==> src/rtl/fir_mac_sequencer.sv <==
// fir_mac_sequencer: FIR control sequencer that zeroes the delay line, writes each strobed sample, then steps N_TAPS MAC cycles. Defining FIR_OVR_COUNT_EN adds a saturating dropped-edge counter on port ovr_count.
module fir_mac_sequencer #(
  parameter int N_TAPS = 16,
  parameter int MAC_LAT = 2,
  localparam int ADDR_W = $clog2(N_TAPS)
) (
  input  logic              ck,
  input  logic              rst,
  input  logic              input_ready,
  input  logic              ovr_clr,
  output logic              wr_en,
  output logic              wr_zero,
  output logic [ADDR_W-1:0] wr_addr,
  output logic [ADDR_W-1:0] rd_addr,
  output logic [ADDR_W-1:0] coef_addr,
  output logic              mac_clr,
  output logic              mac_en,
  output logic              out_load,
  output logic              output_ready,
  output logic              busy,
`ifdef FIR_OVR_COUNT_EN
  output logic [7:0]        ovr_count,
`endif
  output logic              overrun
);
  typedef enum logic [2:0] {INIT, IDLE, WRITE, MAC, FLUSH, DONE} state_t;
  localparam logic [ADDR_W-1:0] LAST = ADDR_W'(N_TAPS - 1);
  localparam logic [7:0] LAT_LAST = 8'(MAC_LAT - 1);
  state_t st, st_n;
  logic [ADDR_W-1:0] head, head_n, wr_addr_n, rd_addr_n, coef_addr_n;
  logic [7:0] lat, lat_n;
  logic in_q, strobe, drop;
  logic wr_en_n, wr_zero_n, mac_clr_n, mac_en_n, out_load_n, output_ready_n, busy_n, overrun_n;
  assign strobe = input_ready & ~in_q;
  assign drop = strobe & (st != IDLE);
  // Next state; st always names the phase currently visible on the registered outputs
  always_comb begin
    st_n = st;
    head_n = head;
    lat_n = lat;
    case (st)
      INIT: st_n = (wr_en && wr_addr == LAST) ? IDLE : INIT;
      IDLE: if (strobe) begin
        st_n = WRITE;
        head_n = (head == LAST) ? '0 : head + 1'b1;
      end
      WRITE: st_n = MAC;
      MAC: if (coef_addr == LAST) begin
        st_n = (MAC_LAT == 0) ? DONE : FLUSH;
        lat_n = '0;
      end
      FLUSH: begin
        st_n = (lat == LAT_LAST) ? DONE : FLUSH;
        lat_n = lat + 1'b1;
      end
      DONE: st_n = IDLE;
      default: st_n = INIT;
    endcase
  end
  // Output values for the next cycle, decoded from the next state; the address registers double as tap counters
  always_comb begin
    wr_en_n = st_n == INIT || st_n == WRITE;
    wr_zero_n = st_n == INIT;
    wr_addr_n = (st_n == INIT) ? (wr_en ? wr_addr + 1'b1 : '0) : (st_n == WRITE) ? head : '0;
    mac_en_n = st_n == MAC;
    mac_clr_n = st_n == MAC && st == WRITE;
    coef_addr_n = (st_n != MAC || st == WRITE) ? '0 : coef_addr + 1'b1;
    rd_addr_n = (st_n != MAC) ? '0 : (st == WRITE) ? wr_addr : (rd_addr == '0) ? LAST : rd_addr - 1'b1;
    out_load_n = st_n == DONE;
    output_ready_n = st == DONE;
    busy_n = st_n != IDLE;
    overrun_n = drop | (overrun & ~ovr_clr);
  end
  // State, head pointer, flush counter, strobe history and all output registers
  always_ff @(posedge ck) begin
    if (rst) begin
      st <= INIT;
      head <= '0;
      lat <= '0;
      in_q <= 1'b0;
      wr_en <= 1'b0;
      wr_zero <= 1'b0;
      wr_addr <= '0;
      rd_addr <= '0;
      coef_addr <= '0;
      mac_clr <= 1'b0;
      mac_en <= 1'b0;
      out_load <= 1'b0;
      output_ready <= 1'b0;
      busy <= 1'b0;
      overrun <= 1'b0;
    end else begin
      st <= st_n;
      head <= head_n;
      lat <= lat_n;
      in_q <= input_ready;
      wr_en <= wr_en_n;
      wr_zero <= wr_zero_n;
      wr_addr <= wr_addr_n;
      rd_addr <= rd_addr_n;
      coef_addr <= coef_addr_n;
      mac_clr <= mac_clr_n;
      mac_en <= mac_en_n;
      out_load <= out_load_n;
      output_ready <= output_ready_n;
      busy <= busy_n;
      overrun <= overrun_n;
    end
  end
`ifdef FIR_OVR_COUNT_EN
  // Dropped-edge count; a clear coinciding with a drop leaves a count of one
  always_ff @(posedge ck) begin
    if (rst) ovr_count <= '0;
    else if (ovr_clr) ovr_count <= {7'd0, drop};
    else if (drop && ovr_count != 8'hff) ovr_count <= ovr_count + 1'b1;
  end
`endif
endmodule

==> config.mk <==
export PLATFORM = sky130hd
export DESIGN_NAME = fir_mac_sequencer
export DESIGN_NICKNAME = d
export VERILOG_FILES = /design/src/rtl/fir_mac_sequencer.sv
export SDC_FILE = /design/constraint.sdc
export NUM_CORES = 1
export LEC_CHECK = 0
export CAP_MARGIN = 40
export CORE_ASPECT_RATIO = 0.8
export CORE_MARGIN = 4
export CORE_UTILIZATION = 52
export CTS_BUF_LIST = sky130_fd_sc_hd__clkbuf_16
export DETAILED_ROUTE_END_ITERATION = 7
export PLACE_DENSITY = 0.77
export SLEW_MARGIN = 20
export SYNTH_ARGS = -nofsm -noshare
export SYNTH_HDL_FRONTEND = slang
export SYNTH_SLANG_ARGS = --single-unit
==> constraint.sdc <==
create_clock -name ck -period 2.2 [get_ports ck]
set_clock_uncertainty 0.15 [all_clocks]
set_input_delay 0.66 -clock ck [delete_from_list [all_inputs] [get_ports ck]]
set_output_delay 0.66 -clock ck [all_outputs]
set_load 0.01 [all_outputs]
==> summary.md, run 1 <==
| Metric | Value |
|---|---|
| Pin count of the biggest net entering global routing | 20 |
| Fin crit share | 0.970 |
| CTS Buffer Depth | 2 |
| CTS hold repair buffers | 0 |
| Row cnt | 17 |
| Detailed Routing Iterations Pass 1 | 4 |
| Global Route Usage Sum | 0.193 |
| Die area | 3970 um2 |
| Minimum clock period | 2.13 ns |
| Max Transition Viols Final | 0 |
| Initial antenna violation count | 0 |
| Mapped Cells | between 150 and 200 |
| Seq/Total Area, Yosys | 0.459 |
| Yosys warns | 0 |
| Core Area | 2830 um2 |
| Crit path required time | 2.27 ns |
| Vias in the first global route | 1,334 |
| Setup violations, final | 0 |
| Post-synth EDFFs | 0 |
| Via count | 1,406 |
| Layout Nets | 224 |
| Worst hold path endpoint | coef_addr[0]$_SDFF_PP0_ |
| Most frequent cells in the layout | dfxtp_1, clkdlybuf4s50_1, nor2_1, nand2_1, a21oi_1 |
| R2R Path Start | st[2]$_SDFF_PP0_ |
| Share of the synthesized area in the top cell type | 0.459 |
| Most common cell after layout, fill and taps aside | dfxtp_1 |
| Hold WC Path Type | flip-flop to flip-flop |
| Clk root buf | clkbuf_16 |
| Ports | 24 |
| Critical path class | primary input to flip-flop |
| Die height | 57.2 um |
| GRT overflow | 0 |
| Share of layout cells above drive strength 1 | 0.0845 |
| Post-Place Cells | 244 |
| Avg WL per Cell | 13.9 um |
| Top post-synthesis cells by area | dfxtp_1, ha_1, nor2_1, a21oi_1, nand2_1 |
| Final core occ | 0.721 |
| Yosys reg bits | 36 |
| Top delay family on crit path | simple AND/OR/NAND/NOR gates |
| Clk sinks | 36 |
| Crit-path cells | clkdlybuf4s50_1 -> or4b_1 -> or4_1 -> nand3_1 |
| Drt via density | between 5 and 6 |
| Avg Cell Area, Syn | 8.82 um2 |
| R2R depth | 4 |
| Layout area overhead | 29.9% |
| WL final | 3500 um |
| Drt drc | 0 |
| Port bufs | 23 |
| HPWL after DPL | 2520 um |
| Synth Net Count | around 190 |
| Setup repair after global routing missed its margin | false |
| Fmax | 469 MHz |
| Cell accounting for the most synthesized area | dfxtp_1 |
| Critical Path Max Stage Delay | 0.52 ns |
| Die Wd | 69.4 um |
| Filler cells | 222 |
| Min-Delay Path Depth | 1 |
| Reg-to-reg endpoint | lat[5]$_SDFFE_PP0P_ |
| Asr flop ratio synth | 0 |
| CTS clk-pin slew, worst paths | 0.05 ns |
| Max-cap violations | 0 |
| Post-synthesis cell area | 1570 um2 |
| CTS tree | built |
| Outcome | complete, no violations |
| Worst vdd ir | approximately 0.46 mV |
| Leak | 0.000799 uW |
| Endpoints failing hold | 0 |
| Routability cong. | 0.790 |
| Slowest-stage cell, CP | or4_1 |
| First-pass GRT wire length | between 6000 and 7000 um |
| CP arrival | 2.20 ns |
| CP Launch Type | primary input |
| PwrDens | 667 nW/um2 |
| CTS buffer count | 5 |
| Clk_lat worst skew | ~0.28 ns |
| Finished Layout Cells | 251 |
| N_diodes | 0 |
| Headroom to the max-slew limit | 0.724 |
| Remaining antenna violation count | 0 |
| Worst Setup End Kind | flip-flop |
| Ys flop type | dfxtp_1 |
| Reg-to-reg slack, setup | around 0.32 ns |
| Crit Path Max Fanout | 2 |
| Synth cell types | 39 |
| Starting density of the core | 0.555 |
| Worst slew pin tran | 0.414 ns |
| CP bufs+invs | 1 |
| Startpoint of the worst hold path | coef_addr[0]$_SDFF_PP0_ |
| Total negative setup slack | 0 ns |
| Starting DRT DRC Count | 68 |
| CTS H-tree lvls | 2 |
| Worst path depth | 4 |
[flip-flops by register name, summed over array words and instances (netlist names), 3 cells and up]
register   cells
coef_addr      4
head           4
lat            8
rd_addr        4
st             3
wr_addr        4
[layout make-up]
class | instances | area (um2) | area share
Clock buffer | 5 | 125 | 0.0613
Clock inverter | 2 | 7.51 | 0.00368
Inverter | 5 | 18.8 | 0.00920
Multi-Input combinational cell | 132 | 815 | 0.399
Sequential cell | 36 | 721 | 0.353
Tap cell | 38 | 47.5 | 0.0233
Timing Repair Buffer | 33 | 305 | 0.150
[cell usage after synthesis (all sizes together), types with 2 or more instances]
master and n:
inv 5, and3 4, or4b 2, nor3 4, dfxtp 36, o22ai 2
clkbuf 2, nand2 14, nand2b 6, and2 3, nor2 20, ha 7
o21ai 9, a21oi 13, xnor2 2, a31oi 4, xor2 3, or3 2
buf 3, a211oi 3, nor3b 4, nor2b 5, o211ai 3, o2bb2ai 2
nand3 8
[worst register-to-register path, delay by kind of cell (launching register included)]
kind               cells  cell delay [ns]
DFF                    1             0.57
AOI/OAI and AO/OA      2             0.30
and+or+nand+nor        2             0.79
[stage by stage]
stage                     instance area, um2  total power (uW)  setup WS, ns  hold WS (ns)
after detailed placement                1900               728        -0.209         0.298
after global placement                  1900               727        -0.168         0.294
after floorplan                         1570               700         0.177         0.304
after global routing                    2040              1410        0.0590         0.354
after CTS                               2030              1370        0.0772         0.311
final                                   2040              1360        0.0659         0.311
[kinds of logic after synthesis]
family                   synth area share
XOR/XNOR                           0.0279
adder cells (fa/ha/maj)            0.0558
flip-flops                          0.459
AO/OA/AOI/OAI                       0.173
buffers and inverters              0.0255
AND/OR/NAND/NOR                     0.259
[worst max path at each step]
| stage | startpoint | to | slack [ns] |
|---|---|---|---|
| 2_1_floorplan | rst | lat[7]$_SDFFE_PP0P_ | 0.18 |
| 3_3_place_gp | rst | lat[7]$_SDFFE_PP0P_ | -0.17 |
| 3_5_place_dp | rst | lat[7]$_SDFFE_PP0P_ | -0.21 |
| 4_1_cts | rst | lat[7]$_SDFFE_PP0P_ | 0.08 |
| 5_1_grt | rst | coef_addr[3]$_SDFF_PP0_ | 0.06 |
| 6_report | rst | lat[7]$_SDFFE_PP0P_ | 0.07 |
[where the power goes]
group | switching [uW] | internal [uW]
Clock | 240 | 404
Combinational | 22.5 | 27.6
Sequential | 5.75 | 660
Total | 268 | 1090
[per-layer routing]
layer	wire length, um	vias to the layer above	track usage
met2	1580	38	0.300
met4	60	0	0.0669
met3	198	9	0.0739
met5	0	-	0
met1	1660	647	0.247
li1	-	712	-
[timing repair]
action / 4_1_cts / 5_1_grt
gates resized for setup: 0 / 1
endpoints found under the setup margin: 0 / 1
buffers inserted: 0 / 0
No activity file was read; power rests on OpenSTA's default activity.
==> run 2, diff against run 1 <==
--- a/config.mk
+++ b/config.mk
@@ -5,7 +5,7 @@
 export SDC_FILE = /design/constraint.sdc
 export NUM_CORES = 1
 export LEC_CHECK = 0
-export CAP_MARGIN = 40
+export CAP_MARGIN = 20
 export CORE_ASPECT_RATIO = 0.8
 export CORE_MARGIN = 4
 export CORE_UTILIZATION = 52
==> results of run 2 <==
Same layout as run 1: the final DEF is identical, and so are final timing and power.
